===== src/rtl/mem_arb_pkg.sv =====
// Shared types and constants for the shared-RAM port arbiter.
package mem_arb_pkg;

  typedef enum logic [1:0] {IDLE, ISSUE, WAIT, DONE} arb_state_t;

  localparam int ARB_FIXED = 0;
  localparam int ARB_RR    = 1;

  // Width of an index selecting one of n items, never less than one bit.
  function automatic int idx_width(input int n);
    return (n > 1) ? $clog2(n) : 1;
  endfunction

endpackage


===== src/rtl/mem_arb_rr_pick.sv =====
// Rotating-priority encoder: first requesting port at or after ptr, wrapping to port 0.
module mem_arb_rr_pick #(
  parameter int NUM_RD = 4,
  parameter int IDX_W  = 2
) (
  input  logic [NUM_RD-1:0] req_i,
  input  logic [IDX_W-1:0]  ptr_i,
  output logic [IDX_W-1:0]  grant_o,
  output logic              valid_o
);

  logic             hi_found;
  logic             lo_found;
  logic [IDX_W-1:0] hi_idx;
  logic [IDX_W-1:0] lo_idx;

  // Descending scan leaves the lowest hit in each half; the half at/after ptr wins.
  always_comb begin
    hi_found = 1'b0;
    lo_found = 1'b0;
    hi_idx   = '0;
    lo_idx   = '0;
    for (int i = NUM_RD - 1; i >= 0; i--) begin
      if (req_i[i]) begin
        if (i >= int'(ptr_i)) begin
          hi_found = 1'b1;
          hi_idx   = IDX_W'(i);
        end else begin
          lo_found = 1'b1;
          lo_idx   = IDX_W'(i);
        end
      end
    end
    grant_o = hi_found ? hi_idx : lo_idx;
    valid_o = hi_found | lo_found;
  end

endmodule


===== src/rtl/mem_port_arbiter.sv =====
// Serialises NUM_RD read ports and one write port onto a single-port RAM
// with RAM_LAT read latency; writes always win, reads use fixed or round-robin priority.
module mem_port_arbiter
  import mem_arb_pkg::*;
#(
  parameter int DATA_W   = 10,
  parameter int ADDR_W   = 14,
  parameter int NUM_RD   = 4,
  parameter int RAM_LAT  = 1,
  parameter int ARB_MODE = ARB_FIXED
) (
  input  logic                       clk,
  input  logic                       rst,
  input  logic                       wr_req,
  input  logic [ADDR_W-1:0]          wr_addr,
  input  logic [DATA_W-1:0]          wr_data,
  output logic                       wr_ready,
  input  logic [NUM_RD-1:0]          rd_req,
  input  logic [NUM_RD*ADDR_W-1:0]   rd_addr,
  output logic [NUM_RD*DATA_W-1:0]   rd_data,
  output logic [NUM_RD-1:0]          rd_ready,
  output logic                       stall,
  output logic                       busy,
  output logic                       ram_read,
  output logic                       ram_write,
  output logic [ADDR_W-1:0]          ram_addr,
  output logic [DATA_W-1:0]          ram_wdata,
  input  logic [DATA_W-1:0]          ram_rdata
);

  localparam int IDX_W = idx_width(NUM_RD);
  localparam int LAT_W = idx_width(RAM_LAT);

  arb_state_t                state_q;
  logic [IDX_W-1:0]          grant_q;
  logic                      is_wr_q;
  logic [IDX_W-1:0]          ptr_q;
  logic [IDX_W-1:0]          ptr_d;
  logic [LAT_W-1:0]          lat_q;
  logic [NUM_RD*DATA_W-1:0]  rd_data_q;
  logic                      ram_read_q;
  logic                      ram_write_q;
  logic [ADDR_W-1:0]         ram_addr_q;
  logic [DATA_W-1:0]         ram_wdata_q;
  logic [NUM_RD-1:0]         rd_ready_q;
  logic                      wr_ready_q;

  logic [IDX_W-1:0]          pick_ptr;
  logic [IDX_W-1:0]          pick_grant;
  logic                      pick_valid;
  logic [ADDR_W-1:0]         sel_addr;

  // Fixed mode is the rotating picker with its pointer pinned at port 0.
  assign pick_ptr = (ARB_MODE == ARB_RR) ? ptr_q : '0;

  mem_arb_rr_pick #(
    .NUM_RD (NUM_RD),
    .IDX_W  (IDX_W)
  ) u_pick (
    .req_i   (rd_req),
    .ptr_i   (pick_ptr),
    .grant_o (pick_grant),
    .valid_o (pick_valid)
  );

  assign ptr_d = (pick_grant == IDX_W'(NUM_RD - 1)) ? '0 : pick_grant + IDX_W'(1);

  always_comb begin
    sel_addr = '0;
    for (int i = 0; i < NUM_RD; i++) begin
      if (pick_grant == IDX_W'(i)) sel_addr = rd_addr[i*ADDR_W +: ADDR_W];
    end
  end

  always_ff @(posedge clk or negedge rst) begin
    if (!rst) begin
      state_q     <= IDLE;
      grant_q     <= '0;
      is_wr_q     <= 1'b0;
      ptr_q       <= '0;
      lat_q       <= '0;
      rd_data_q   <= '0;
      ram_read_q  <= 1'b0;
      ram_write_q <= 1'b0;
      ram_addr_q  <= '0;
      ram_wdata_q <= '0;
      rd_ready_q  <= '0;
      wr_ready_q  <= 1'b0;
    end else begin
      ram_read_q  <= 1'b0;
      ram_write_q <= 1'b0;
      rd_ready_q  <= '0;
      wr_ready_q  <= 1'b0;
      case (state_q)
        IDLE: begin
          if (wr_req) begin
            state_q     <= ISSUE;
            is_wr_q     <= 1'b1;
            ram_write_q <= 1'b1;
            ram_addr_q  <= wr_addr;
            ram_wdata_q <= wr_data;
          end else if (pick_valid) begin
            state_q    <= ISSUE;
            is_wr_q    <= 1'b0;
            grant_q    <= pick_grant;
            ram_read_q <= 1'b1;
            ram_addr_q <= sel_addr;
            if (ARB_MODE == ARB_RR) ptr_q <= ptr_d;
          end
        end
        ISSUE: begin
          lat_q <= '0;
          if (is_wr_q) begin
            state_q    <= DONE;
            wr_ready_q <= 1'b1;
          end else begin
            state_q <= WAIT;
          end
        end
        WAIT: begin
          // Last latency cycle: RAM data is valid now, capture and pulse ready next.
          if (lat_q == LAT_W'(RAM_LAT - 1)) begin
            state_q <= DONE;
            for (int i = 0; i < NUM_RD; i++) begin
              if (grant_q == IDX_W'(i)) rd_data_q[i*DATA_W +: DATA_W] <= ram_rdata;
              rd_ready_q[i] <= (grant_q == IDX_W'(i));
            end
          end else begin
            lat_q <= lat_q + LAT_W'(1);
          end
        end
        DONE:    state_q <= IDLE;
        default: state_q <= IDLE;
      endcase
    end
  end

  assign wr_ready  = wr_ready_q;
  assign rd_ready  = rd_ready_q;
  assign rd_data   = rd_data_q;
  assign ram_read  = ram_read_q;
  assign ram_write = ram_write_q;
  assign ram_addr  = ram_addr_q;
  assign ram_wdata = ram_wdata_q;
  assign busy      = (state_q != IDLE);
  assign stall     = (|(rd_req & ~rd_ready_q)) | (wr_req & ~wr_ready_q);

endmodule


===== config.mk =====
export PLATFORM = sky130hd
export DESIGN_NAME = mem_port_arbiter
export DESIGN_NICKNAME = d
export VERILOG_FILES = /design/src/rtl/mem_arb_pkg.sv /design/src/rtl/mem_arb_rr_pick.sv /design/src/rtl/mem_port_arbiter.sv
export SDC_FILE = /design/constraint.sdc
export NUM_CORES = 1
export LEC_CHECK = 0
export CAP_MARGIN = 0
export CORE_UTILIZATION = 45
export CTS_CLUSTER_DIAMETER = 120
export DETAILED_ROUTE_END_ITERATION = 12
export GPL_ROUTABILITY_DRIVEN = 0
export PLACE_DENSITY = 0.93
export SETUP_SLACK_MARGIN = 0.2
export SYNTH_ARGS = -nofsm -noshare
export SYNTH_HDL_FRONTEND = slang
export SYNTH_SLANG_ARGS = --single-unit

===== constraint.sdc =====
create_clock -name clk -period 4.4 [get_ports clk]
set_clock_uncertainty 0.15 [all_clocks]
set_input_delay 0.66 -clock clk [delete_from_list [all_inputs] [get_ports clk]]
set_output_delay 0.66 -clock clk [all_outputs]
set_load 0.01 [all_outputs]

* Word-level counts from Yosys, hierarchy flattened
Cells that the tools add are included.
Storage, ports and cells: output and inout bits 73, flip-flop bits (word level) 77, word-level logic and storage cells 81, bits of input ports 97
Operators by class: bitwise gates (word level) 7, eq/ne operators 11, reduce and logical (&&, ||, !) cells 15, multiplexer cells 33, $add $sub $neg 1
Operator list (number):
- $mux 14 | 6
- $mux 2 | 8
- $mux 1 | 15
- $reduce_and 3->1 | 5
- $eq 2x2->1 const B | 6
- $mux 4 | 2
- $pmux 2 s4 | 1
- $eq 2x1->1 const B | 3
- $logic_not 2->1 | 3
- $reduce_and 2->1 | 3
- $reduce_bool 2->1 | 3
- $and 4x4->4 | 1
- $not 4->4 | 1
- $reduce_or 4->1 | 1
- $ne 3x2->1 const B | 1
- $not 1->1 | 3
- $ne 2x2->1 const B | 1
- $pmux 1 s2 | 1
- $add 1x1->1 const B | 1
- $and 1x1->1 | 1
- $or 1x1->1 | 1

* Logic depth before layout (Yosys ltp)
Gate-level depths: netlist (run 1).
depth in word-level cells 12, depth in mapped cells 7, gate-level depth less buffers 6

* Hierarchy
Synthesis (run 1) repeated with hierarchy kept, for this count alone.
Second synthesis, totals: cell total of the unflattened synthesis 247, area total of the unflattened synthesis 3452.1 sq um
Modules (own cells, without submodules):
- mem_port_arbiter | cells an instance 232, area each 3374.5 sq um, sequential area each 1901.8 sq um, times used 1
- mem_arb_rr_pick | cells an instance 15, area each 77.6 sq um, sequential area each 0.0 sq um, times used 1

* Worst setup path before layout (run 1)
Ideal clock, no wire load.
kind input -> output, start point input rd_req[1], end point output stall, slack 2.090 ns, path buffers 2, cell stages on the path 4, arrival time 1.500 ns, cell sequence buf_2 -> clkbuf_1 -> inv_1 -> o221ai_1
On the way: longest elaborated chain between the ends 3
RTL lines:
- start, declared | RTL line mem_port_arbiter.sv:18 | input logic [NUM_RD-1:0] rd_req,
- $and 4x4->4 | RTL line mem_port_arbiter.sv:146 | assign stall = (|(rd_req & ~rd_ready_q)) | (wr_req & ~wr_ready_q);
- $reduce_or 4->1 | RTL line mem_port_arbiter.sv:146
- $or 1x1->1 | RTL line mem_port_arbiter.sv:146
- end, declared | RTL line mem_port_arbiter.sv:22 | output logic stall,
Every way passes these cells.

* Final worst setup path (run 1)
start point input rd_req[0], end point output stall
The elaborated chain is that of the path after synthesis.

==> impl_metrics.toml, run 1 <==
[drt]
postRouteWirelength_microns = 11200
wire_per_inst_microns = 17.3
vias = 3483
avgViaCountPerCell = 5.40
first_iter_violations = 145
ant_nets = 0
detailedRoute.firstPassIterationCount = 4
route.detailed.drc = 0

[critical_path]
worstPathCellList = "clkdlybuf4s50_1, buf_4, a222oi_1, o221ai_1, clkdlybuf4s50_1"
critPathRequiredTime_ns = 3.59
worstReg2RegStart = "state_q[0]"
critical_path.max_fanout = 28
worstReg2RegEnd = "ram_addr[8]"
start_kind = "input pin"
cp_num_buf_inv = 3
ff2ff_setup_slack_ns = 1.91
timing.critical_path.to_type = "output port"
critical_path_class = "in2out"
reg2regPathDepth = 6
cell_type_with_the_highest_occurrence_count_on_the_critical_path = "clkdlybuf4s50_1"
cp.depth = 5
path_delay_family = "buffers and inverters"
timing.critical_path.slowest_cell_delay_ns = 0.53
critical_path.slowest_cell = "clkdlybuf4s50_1"
data_arrival_time_of_the_critical_path_ns = 2.41

[global_route]
pin_count_of_the_biggest_net_entering_global_routing = 77
grt_use_total_pct = 26.9
grt_antenna_before_repair = 0
number_of_global_route_vias_before_repair = 3602
grt_first_pass_wirelength_microns = 17700
globalRouteOverflowTotal = 0

[place]
hpwl_dp_microns = 7980
place_worst_setup_slack_ns = 1.22
place.port_buffers = 169

[floorplan]
core_area_sq_um = 7770
initial_utilization_pct = 47.0
floorplan.die.width_microns = 92.1
boundaryPins = 170
fp.dieH_microns = 92.1
std_cell_rows = 32
die-area_sq_um = 8480

[sta]
setup_tns_ns = 0
final-max-slew-violation-count = 0
fin_ws_ns = 1.18
fin_worst_hold_slack_ns = 0.312
rsz0062_at_grt = "no"
fmax_mhz = 311
tightest_slew_ns = 0.959
hold_violations = 0
post-route-period-util_pct = 73.1
timing.slew.headroom_pct = 35.9
timing.final.crit_period_ns = 3.22
setup_viol = 0

[synth]
synth_top_cell_by_area = "dfrtp_1"
synth_enable_flop_cells = 0
synth.most_common_cell = "nand2_1"
synthesized_netlist_net_count = 480
synth_warnings = 0
synth-async-reset-ratio_pct = 100
synth.top_cells.by_area = "dfrtp_1, nand2_1, mux2_2, a21oi_1, and2_1"
post_synth_most_frequent_cells = "nand2_1, dfrtp_1, a21oi_1"
yosys.area.top_type_share_pct = 52.1
synth_seq_cells = 76
yosysUniqueCellTypes = 38
netlist_area_sq_um = 3650
synthCells = 379
synthFlopType = "dfrtp_1"
syn_avg_cell_area_sq_um = 9.63
synth_sequential_area_ratio_pct = 52.1

[clock_network]
cts-root-buf = "clkbuf_8"
cts_repair_resize_count = 0
tritoncts_clock_tree = "built"
cts_htree_levels = 3
cts_max_path_buffers = 2
clk_transition_reported_paths_ns = 0.08
clock_sinks = 76
cts.hold.buffers_added = 0
clock_latency_ns = 0.34
post_cts_buffers = 0
tritoncts.num_buffers = 9

[power_and_ir_drop]
power-per-cell-area_nw_per_um2 = 591
irDropWorstVdd_v = 0.000446
power_frac_comb_pct = 48.1
clock_power_share_pct = 14.8
p_total_uw = 3290
p_leak_uw = 0.00242
switching_share_pct = 35.6
power.sequential.fraction_pct = 37.1
power.switching_uw = 1170
power_report.internal_total_uw = 2120

[cells_and_area]
multiInputGateArea_sq_um = 1590
num_antenna_cells = 0
fillCellCount = 572
area_growth_pct = 52.4
drive_above_1_share_pct = 8.84
regArea_sq_um = 1900
fin_nets = 639
final_core_util_pct = 71.6

[run]
max_cap_violations = 0

[run_status]
outcome = "complete, no violations"

[min_path]
hp-class = "in2async"
==> metrics by stage <==
stage / area, sq um / std cells
after floorplan: 3650 / 379
after global placement: 5380 / 629
after detailed placement: 5380 / 629
after CTS: 5560 / 645
after global routing: 5560 / 645
final: 5560 / 645
==> worst max-delay path by stage <==
stage / from / endpoint / slack, ns
floorplan: rd_req[1] / stall / 2.09
global placement: rd_req[1] / stall / 1.31
detailed placement: rd_req[0] / stall / 1.22
CTS: rd_req[0] / stall / 1.21
global route: rd_req[1] / stall / 1.14
finish: rd_req[0] / stall / 1.18
==> flip-flops by register name, indices dropped and copies added (netlist names) <==
signal and cells:
grant_q 2, is_wr_q 1, ram_addr 14, ram_read 1, ram_wdata 10, ram_write 1, rd_data 40, rd_ready 4
state_q 2, wr_ready 1
==> placed cells by master (no fill, tap or decap), types with 4 or more instances in the layout <==
cell type	count
inv_1	11
ha_1	4
a2bb2oi_1	7
buf_4	5
dfrtp_1	76
nand3b_1	9
a31oi_1	7
mux2i_1	7
mux2_2	20
a2111oi_0	7
a21oi_1	28
clkdlybuf4s50_1	168
o21a_1	7
and2_1	15
o22ai_1	8
nand2_1	108
o21ai_0	16
clkbuf_8	9
==> power groups by stage <==
stage | Combinational [uW] | Clock (uW) | Sequential (uW)
2_1_floorplan | 558 | 0 | 1360
3_3_place_gp | 1530 | 0 | 1210
3_5_place_dp | 1580 | 0 | 1230
4_1_cts | 1600 | 499 | 1220
5_1_grt | 1720 | 534 | 1260
6_report | 1580 | 486 | 1220
==> layout make-up <==
cell class / count / share of cell area, %
Sequential cell: 76 / 34.2
Clock inverter: 7 / 1.01
Tap cell: 102 / 2.29
Timing Repair Buffer: 173 / 30.9
Clock buffer: 9 / 2.23
Inverter: 12 / 0.810
Multi-Input combinational cell: 266 / 28.6
==> routing by layer <==
| metal | wire length (microns) | share of wire, % | global-route usage, % |
|---|---|---|---|
| met1 | 4510 | 40 | 32.9 |
| met4 | 90 | 0.80 | 7.03 |
| met2 | 5540 | 50 | 45.4 |
| met3 | 1050 | 9.4 | 9.04 |
| met5 | 0 | 0 | 0 |
==> cell families (layout without fill, tap and decap cells) <==
group | after synthesis | in the layout | synth area share [%]
buf+inv | 37 | 201 | 4.49
flops | 76 | 76 | 52.1
compound gates | 90 | 90 | 15.8
fa+ha+maj | 4 | 4 | 1.37
mux | 27 | 27 | 8.09
simple gates | 145 | 145 | 18.1
No activity file was read; power rests on OpenSTA's default activity.
==> run 2: changes to the inputs <==
--- a/config.mk
+++ b/config.mk
@@ -6,11 +6,11 @@
 export NUM_CORES = 1
 export LEC_CHECK = 0
 export CAP_MARGIN = 0
-export CORE_UTILIZATION = 45
+export CORE_UTILIZATION = 37
 export CTS_CLUSTER_DIAMETER = 120
 export DETAILED_ROUTE_END_ITERATION = 12
 export GPL_ROUTABILITY_DRIVEN = 0
-export PLACE_DENSITY = 0.93
+export PLACE_DENSITY = 0.82
 export SETUP_SLACK_MARGIN = 0.2
 export SYNTH_ARGS = -nofsm -noshare
 export SYNTH_HDL_FRONTEND = slang
==> constraint.sdc (replaced) <==
create_clock -name clk -period 2.8 [get_ports clk]
set_clock_uncertainty 0.15 [all_clocks]
set_input_delay 0.42 -clock clk [delete_from_list [all_inputs] [get_ports clk]]
set_output_delay 0.42 -clock clk [all_outputs]
set_load 0.01 [all_outputs]
==> run 2 against run 1 <==
Register-to-register slack worse by 1.2 ns. Wire length is 1.5% lower. Critical path depth is 1 lower. Global-route usage is 5.2 points lower. Total power is 61% higher. Critical endpoint unchanged. Largest power group unchanged.
==> impl_metrics.toml, run 2 (synthesis gave the netlist of run 1 again) <==
[clock_network]
cts-root-buf = "clkbuf_8"
cts_repair_resize_count = 0
clock_sinks = 76
cts_max_path_buffers = 2
tritoncts.num_buffers = 9
post_cts_buffers = 0
clk_transition_reported_paths_ns = 0.08
tritoncts_clock_tree = "built"
cts_htree_levels = 3
cts.hold.buffers_added = 0
clock_latency_ns = 0.34

[critical_path]
critPathRequiredTime_ns = 2.23
data_arrival_time_of_the_critical_path_ns = 1.91
start_kind = "input pin"
ff2ff_setup_slack_ns = 0.68
critical_path_class = "in2out"
timing.critical_path.to_type = "output port"
critical_path.max_fanout = 7

[cells_and_area]
fillCellCount = 778
area_growth_pct = 55.9
final_core_util_pct = 60.5
most-common-layout-cells = "clkdlybuf4s50_1, nand2_1, dfrtp_1"
drive_above_1_share_pct = 10.3
num_antenna_cells = 0
layout_commonest_cell = "clkdlybuf4s50_1"
fin_nets = 649
finalInstanceArea_sq_um = 5690
number_of_flip_flops_under_the_largest_register_name = 40

[floorplan]
fp.dieH_microns = 101
initial_utilization_pct = 38.8
floorplan.die.width_microns = 101
boundaryPins = 170
die-area_sq_um = 10300
std_cell_rows = 35
core_area_sq_um = 9420

[sta]
rsz0062_at_grt = "no"
setup_viol = 0
timing.final.crit_period_ns = 2.48
post-route-period-util_pct = 88.4
final-max-slew-violation-count = 0
fmax_mhz = 404
setup_tns_ns = 0
timing.slew.headroom_pct = 35.7
tightest_slew_ns = 0.963
hold_violations = 0

[global_route]
grt_use_total_pct = 21.7
number_of_global_route_vias_before_repair = 3417
globalRouteOverflowTotal = 0
grt_antenna_before_repair = 0
pin_count_of_the_biggest_net_entering_global_routing = 77
grt_first_pass_wirelength_microns = 17100

[drt]
postRouteWirelength_microns = 11000
ant_nets = 0
route.detailed.drc = 0
detailedRoute.firstPassIterationCount = 4
avgViaCountPerCell = 5.00
vias = 3409
wire_per_inst_microns = 16.2
first_iter_violations = 154

[power_and_ir_drop]
irDropWorstVdd_v = 0.000563
power-per-cell-area_nw_per_um2 = 928
p_total_uw = 5280
p_leak_uw = 0.00248

[run]
max_cap_violations = 0

[place]
place.port_buffers = 169
placement.cell_area_sq_um = 5490
hpwl_dp_microns = 8120

[min_path]
hp-class = "in2async"

[run_status]
outcome = "complete, no violations"
run 2: critical path, cell delays in order:
cell and delay (ns):
clkdlybuf4s50_1 0.66, inv_1 0.11, o221ai_1 0.16, clkdlybuf4s50_1 0.56
run 2: where the power goes:
part | total [uW] | internal, uW | switching (uW)
registers | 1930 | 1620 | 313
clock network | 841 | 420 | 421
logic | 2510 | 1410 | 1100
run 2: area by class of cell:
type | count | area, sq um | share of cell area [%]
Inverter | 12 | 45.0 | 0.791
Clock buffer | 10 | 128 | 2.24
Sequential cell | 76 | 1900 | 33.4
Timing Repair Buffer | 183 | 1790 | 31.5
Clock inverter | 6 | 71.3 | 1.25
Tap cell | 129 | 161 | 2.84
Multi-Input combinational cell | 266 | 1590 | 27.9
run 2: worst paths after layout:
kind / cells past startpoint / to / start
setup / recovery: 4 / stall / rd_req[2]
max in group asynchronous: 1 / rd_ready[3] / rst
hold reg to reg: 2 / ram_wdata[9] / ram_wdata[9]
setup reg to reg: 7 / ram_addr[13] / state_q[0]
min in group clk: 2 / ram_wdata[9] / ram_wdata[9]
hold / removal: 1 / rd_data[39] / rst
run 2: routing by layer:
layer | vias up | GRT usage (%) | wire length (microns)
li1 | 1631 | - | -
met1 | 1602 | 26.0 | 4600
met4 | 0 | 6.35 | 158
met2 | 164 | 36.3 | 5070
met5 | - | 0 | 0
met3 | 12 | 8.35 | 1190
run 2: metrics by stage:
stage	hold WS (ns)	worst slack [ns]	instances
detailed placement	0.311	0.196	666
global route	0.137	0.269	682
CTS	0.103	0.326	682
global placement	0.308	0.319	666
finish	0.0862	0.324	682
floorplan	-0.0256	0.964	379
